### src/rtl/adder_tree_acc_ctrl.sv
// Accumulation controller for a 256-input adder tree: sums num_pass tree results
// onto a bias value and presents the total through a valid/ready output handshake.
module adder_tree_acc_ctrl #(
  parameter int WIDTH = 32,
  parameter int CNT_W = 8
) (
  input  logic                    clk_i,
  input  logic                    rst_i,
  input  logic                    start_i,
  input  logic [CNT_W-1:0]        num_pass_i,
  input  logic signed [WIDTH-1:0] bias_i,
  input  logic                    in_valid_i,
  output logic                    in_ready_o,
  input  logic signed [WIDTH-1:0] tree_sum_i,
  output logic                    out_valid_o,
  input  logic                    out_ready_i,
  output logic signed [WIDTH-1:0] acc_out_o,
  output logic                    busy_o,
  output logic                    done_o
);

  typedef enum logic [1:0] {
    IDLE  = 2'd0,
    ACCUM = 2'd1,
    OUT   = 2'd2
  } state_e;

  state_e                  state_q, state_d;
  logic signed [WIDTH-1:0] acc_q, acc_d;
  logic [CNT_W-1:0]        pass_cnt_q, pass_cnt_d;
  logic [CNT_W-1:0]        num_pass_q, num_pass_d;
  logic                    accept;
  logic                    last_pass;

  assign accept    = in_valid_i && (state_q == ACCUM);
  assign last_pass = (pass_cnt_q == (num_pass_q - CNT_W'(1)));

  always_comb begin
    state_d    = state_q;
    acc_d      = acc_q;
    pass_cnt_d = pass_cnt_q;
    num_pass_d = num_pass_q;
    unique case (state_q)
      IDLE: begin
        // A zero-length job is dropped so the output handshake never fires for it.
        if (start_i && (num_pass_i != '0)) begin
          num_pass_d = num_pass_i;
          acc_d      = bias_i;
          pass_cnt_d = '0;
          state_d    = ACCUM;
        end
      end
      ACCUM: begin
        if (accept) begin
          acc_d      = acc_q + tree_sum_i;
          pass_cnt_d = pass_cnt_q + CNT_W'(1);
          if (last_pass) begin
            state_d = OUT;
          end
        end
      end
      OUT: begin
        if (out_ready_i) begin
          state_d = IDLE;
        end
      end
      default: state_d = IDLE;
    endcase
  end

  always_ff @(posedge clk_i or posedge rst_i) begin
    if (rst_i) begin
      state_q    <= IDLE;
      acc_q      <= '0;
      pass_cnt_q <= '0;
      num_pass_q <= '0;
    end else begin
      state_q    <= state_d;
      acc_q      <= acc_d;
      pass_cnt_q <= pass_cnt_d;
      num_pass_q <= num_pass_d;
    end
  end

  assign in_ready_o  = (state_q == ACCUM);
  assign out_valid_o = (state_q == OUT);
  assign busy_o      = (state_q != IDLE);
  assign done_o      = (state_q == OUT) && out_ready_i;
  assign acc_out_o   = acc_q;

endmodule
### config.mk
export PLATFORM = sky130hd
export DESIGN_NAME = adder_tree_acc_ctrl
export DESIGN_NICKNAME = d
export VERILOG_FILES = /design/src/rtl/adder_tree_acc_ctrl.sv
export SDC_FILE = /design/constraint.sdc
export NUM_CORES = 1
export LEC_CHECK = 0
export CAP_MARGIN = 25
export CORE_MARGIN = 3
export CORE_UTILIZATION = 44
export DETAILED_ROUTE_END_ITERATION = 6
export HOLD_SLACK_MARGIN = 0.08
export PLACE_DENSITY = 0.78
export SKIP_CTS_REPAIR_TIMING = 1
export SYNTH_ARGS = -nofsm -noshare
export SYNTH_HDL_FRONTEND = slang
export SYNTH_SLANG_ARGS = --single-unit
export TNS_END_PERCENT = 100
### constraint.sdc
create_clock -name clk_i -period 2.7 [get_ports clk_i]
set_input_delay 0.27 -clock clk_i [delete_from_list [all_inputs] [get_ports clk_i]]
set_output_delay 0.27 -clock clk_i [all_outputs]
set_load 0.02 [all_outputs]
# After elaboration in Yosys (flattened, before gate mapping)

Cells that the tools add are included.

Equality and inequality tests: 7
Reduce and logical (&&, ||, !) cells: 10
Add/sub/neg operators: 3
Muxes and demuxes: 11

Operator list:

| operator                                          | count |
|---|---|
| two-way mux 32 bit                                | 2 |
| case mux 32 bit (2 select lines)                  | 1 |
| adder 32 bit                                      | 1 |
| two-way mux 8 bit                                 | 2 |
| case mux 8 bit (2 select lines)                   | 1 |
| adder 8 x 1 -> 8 bit (second input constant)      | 1 |
| == test 8 bit                                     | 1 |
| two-way mux 2 bit                                 | 4 |
| nonzero test 8 bit                                | 1 |
| subtractor 8 x 1 -> 8 bit (second input constant) | 1 |
| != test 2 x 1 -> 1 bit (second input constant)    | 3 |
| case mux 2 bit (3 select lines)                   | 1 |
| AND reduction 4 bit                               | 1 |
| nonzero test 2 bit                                | 2 |
| logical AND 1 bit                                 | 3 |
| AND reduction 3 bit                               | 1 |
| == test 2 x 1 -> 1 bit (second input constant)    | 1 |
| == test 2 bit (second input constant)             | 1 |
| zero test 2 bit                                   | 1 |
| != test 2 bit (second input constant)             | 1 |
| AND reduction 2 bit                               | 1 |

Bits of input ports: 77
Register bits after elaboration: 50
Word-level logic and storage cells: 35
Output and inout bits: 36

# Logic depth before layout (Yosys ltp)

Depth in word-level cells: 5
Gate-level depth with buffers: 11
Depth with buffers taken out: 11

# Worst setup path before layout

OpenSTA, ideal clock, no wires.

Kind: reg2reg
Start: register acc_q[0], in the netlist acc_out_o[0]
End: register acc_q[30], in the netlist acc_out_o[30]
Data arrival time: 2851 ps
Stages on the path, launching flop included: 12
Path slack: -245 ps
Clock period less this slack: 2945 ps
Data required time: 2606 ps
Path buffers: 0
Library setup time: 94 ps
Path through: dfrtp_1 > ha_1 > fa_1 > a211oi_1 > o21a_1 > o22ai_1 > a211oi_2 > o21ai_4 > a211oi_4 > o21ai_1 > xnor2_1 > a211oi_1

Longest elaborated chain between the ends: 3

Ends and longest elaborated chain:

| what                             | RTL line | text |
|---|---|---|
| from (decl)                      | 29       | `logic signed [WIDTH-1:0] acc_q, acc_d;` |
| from (signal assigned)           | 74       | `acc_q <= '0;` |
| from (signal assigned)           | 79       | `acc_q <= acc_d;` |
| adder 32 bit                     | 55       | `acc_d = acc_q + tree_sum_i;` |
| two-way mux 32 bit               | 54       | `if (accept) begin` |
| case mux 32 bit (2 select lines) | 43       | `unique case (state_q)` |

Every way passes these cells. The select of a mux whose other input is x is not followed.
A chain may end at the register's enable or synchronous reset.

# Worst setup path in the final report

Start: input port tree_sum_i[0]
End: register acc_q[28], in the netlist acc_out_o[28]

Longest elaborated chain between the ends: 3

Ends and longest elaborated chain:

| what                             | RTL line | text |
|---|---|---|
| from (decl)                      | 14       | `input logic signed [WIDTH-1:0] tree_sum_i,` |
| adder 32 bit                     | 55       |  |
| two-way mux 32 bit               | 54       |  |
| case mux 32 bit (2 select lines) | 43       |  |

Every way passes these cells. The select of a mux whose other input is x is not followed.

==> out/metrics.csv <==
metric;value;unit
status;complete, but fails checks;
failing checks;negative setup slack;
kind of cell adding the most delay to the critical path;compound AO/OA/AOI/OAI gates;
clock transition at the registers of the reported paths;0.11;ns
final hold vios;0;
share of cells above drive strength 1;0.139;
critical path buffer and inverter count;1;
top_reg_cell synth;dfrtp_1;
vias in the first global route;4181;
area grow syn2layout;44.8;%
Reg area;1250;sq um
total grt overflow;0;
filler instances;688;
crit start category;input pin;
PortBufs;112;
1st-iter DRT viols;154;
Tightest Pin Transition;0.592;ns
clock power share;0.080;
R2R Path Start;acc_out_o[0]$_DFFE_PP0P_;
utilization after layout;0.677;
Detail Placement HPWL;9.34;mm
setup violators final;4;
CTS Buffer Depth;2;
Yosys reg bits;50;
flop-to-flop setup slack;-0.08;ns
dpl ws;-0.466;ns
Min Hold Slack;0.287;ns
crit path cell chain;clkdlybuf4s50_1, ha_4, fa_2, a211oi_4, o21a_1, o22ai_2, a211oi_2, o21ai_4, a211oi_4, a211oi_2, xnor2_1, a211oi_2;
Synth warnings;0;
Crit Path Category;in2reg;
DRT Wirelength;11.8;mm
clk_lat worst skew;0.32;ns
core area;8460;sq um
CP required;2.94;ns
min cycle time layout;2.78;ns
Nets;748;
Num CTS Buffers;5;
IO Pins;113;
reg2reg path depth;11;
largest net degree at the start of global routing;32;
Crit path largest cell delay;0.46;ns
Sw Ratio;0.461;
CP Max Fanout;4;
H-tree Lvls;2;
Critical Path AT;3.03;ns
multi-input logic area;2680;sq um
CP max-delay cell;clkdlybuf4s50_1;
period utilisation layout;1.03;
RSZ-0062 raised after global routing;true;
first-pass GRT wire length;19.4;mm
initial antenna violation count;0;
ant diodes;0;
DR vias/cell;5.51;
critical path endpoint category;flop;
Netlist cell types;56;
Pwr Density;1250;nW/um^2
max_cap viols;0;
internal power;3.88;mW
CTS root buffer;clkbuf_8;
Combinational Power Share;0.713;
CTS sink cnt;50;
Worst R2R End;acc_out_o[28]$_DFFE_PP0P_;
worst setup margin;-0.0839;ns
GRT Total Usage;0.233;
post-synthesis sequential area ratio;0.316;
Post-synth EDFFs;0;
f_max;359;MHz
WL/cell;15.9;um
Net Switching;3.31;mW
Syn Area/Cell;8.18;sq um
Peak VDD IR;0.706;mV
cell mode on critical path;a211oi_2;
Post-synth ARST share;1.00;
# DRC;0;
placer congestion estimate;0.904;
row count;33;
Layout Skew;0.0132;ns
Seq pwr share;0.208;
drt pass-1 iters;4;
Post-Synthesis Cells;484;
Die ar.;10200;sq um
vias;4097;
Mapped Nets;595;
DIE WIDTH;101;um
synthesized area;3960;sq um
Starting Density;0.468;
worst hold path type;in2async;
leakage power figure;2.49;nW
Slew headroom;0.595;
Die Y-Extent;101;um
CTS tree;yes;
total power;7.19;mW
ANT nets after route;0;
Max Slew Vio Count;0;
==> power groups by stage <==
stage / logic [mW] / clock network [mW] / registers (mW)
4_1_cts: 4.99 / 0.580 / 1.49
3_5_place_dp: 4.95 / 0 / 1.49
3_3_place_gp: 4.82 / 0 / 1.48
5_1_grt: 5.63 / 0.609 / 1.55
2_1_floorplan: 2.93 / 0 / 1.69
6_report: 5.12 / 0.572 / 1.49
==> final cells by class <==
type	instances	share of cell area
sequential	50	0.219
timing repair buffer	164	0.266
clock buffer	5	0.0120
inverter	8	0.00524
multi-input combinational	408	0.467
clock inverter	3	0.00830
tap	105	0.0229
==> worst reg2reg max path: cells and delay by family (launching register included) <==
kind	cells	cell delay, ns
fa+ha+maj	2	0.55
flops	1	0.44
compound gates	8	1.54
xor+xnor	1	0.16
==> registers in the layout, indices dropped and copies added (netlist names) <==
| signal | count |
|---|---|
| num_pass_q | 8 |
| pass_cnt_q | 8 |
| acc_out_o | 32 |
| state_q | 2 |
==> through the flow <==
stage	cells	setup TNS, ns	area [sq um]
2_1_floorplan	484	0	3970
3_3_place_gp	732	-3.02	5540
3_5_place_dp	732	-3.67	5540
4_1_cts	740	-0.591	5650
5_1_grt	743	-0.914	5730
6_report	743	-0.290	5730
==> how the worst max path moves through the flow <==
| stage | startpoint | end | slack [ns] | cells past startpoint |
|---|---|---|---|---|
| 2_1_floorplan | acc_out_o[0]$_DFFE_PP0P_ | acc_out_o[30]$_DFFE_PP0P_ | 0.008 | 11 |
| 4_1_cts | acc_out_o[0]$_DFFE_PP0P_ | acc_out_o[30]$_DFFE_PP0P_ | -0.20 | 11 |
| 3_3_place_gp | tree_sum_i[0] | acc_out_o[30]$_DFFE_PP0P_ | -0.42 | 12 |
| 5_1_grt | tree_sum_i[0] | acc_out_o[28]$_DFFE_PP0P_ | -0.22 | 12 |
| 3_5_place_dp | tree_sum_i[0] | acc_out_o[30]$_DFFE_PP0P_ | -0.47 | 12 |
| 6_report | tree_sum_i[0] | acc_out_o[28]$_DFFE_PP0P_ | -0.08 | 12 |
==> synth_stat cells (10+ instances only) <==
master	number	area share
a21o_1	14	0.027
a21oi_1	47	0.059
a31oi_1	10	0.016
clkbuf_1	13	0.012
dfrtp_1	50	0.32
ha_1	33	0.10
nand2_1	77	0.073
nand3_1	10	0.013
nor2_1	43	0.041
nor3_1	14	0.018
o21ai_0	31	0.039
xnor2_1	21	0.046
xor2_1	17	0.038
==> cells in the final DEF, fill, tap and decap left out, types with 3 or more instances in the layout <==
master           Yosys  final
clkdlybuf4s50_1      0    112
nand2_1             77     77
buf_4                0     51
dfrtp_1             50     48
a21oi_1             47     47
nor2_1              43     42
o21ai_0             31     30
ha_1                33     30
xnor2_1             21     20
xor2_1              17     17
a21o_1              14     14
nor3_1              14     14
nand3_1             10     10
a31oi_1             10     10
o21ai_1              7      8
o21a_1               7      7
nand4_1              7      7
inv_1                7      6
and3_1               5      5
nor2b_1              5      5
a211oi_1             6      5
clkbuf_8             0      5
and2_1               4      4
a211oi_2             4      4
o21bai_1             4      4
or3_1                3      3
o22ai_1              4      3
==> kinds of logic (layout without fill, tap and decap cells) <==
family	count (synthesis)	after routing	synth area share
AOI/OAI and AO/OA	156	156	0.260
adders and majority gates	34	34	0.109
and+or+nand+nor	178	178	0.200
buffers and inverters	26	180	0.0256
xor gates and xnor gates	38	38	0.0841
DFF	50	50	0.316
muxes	2	2	0.00537
==> layer usage <==
layer / GRT usage / routed length [um]
met5: 0 / 0
met4: 0.0477 / 120
met3: 0.0429 / 922
met2: 0.418 / 5910
met1: 0.290 / 4870
(Power assumes the default switching activity.)
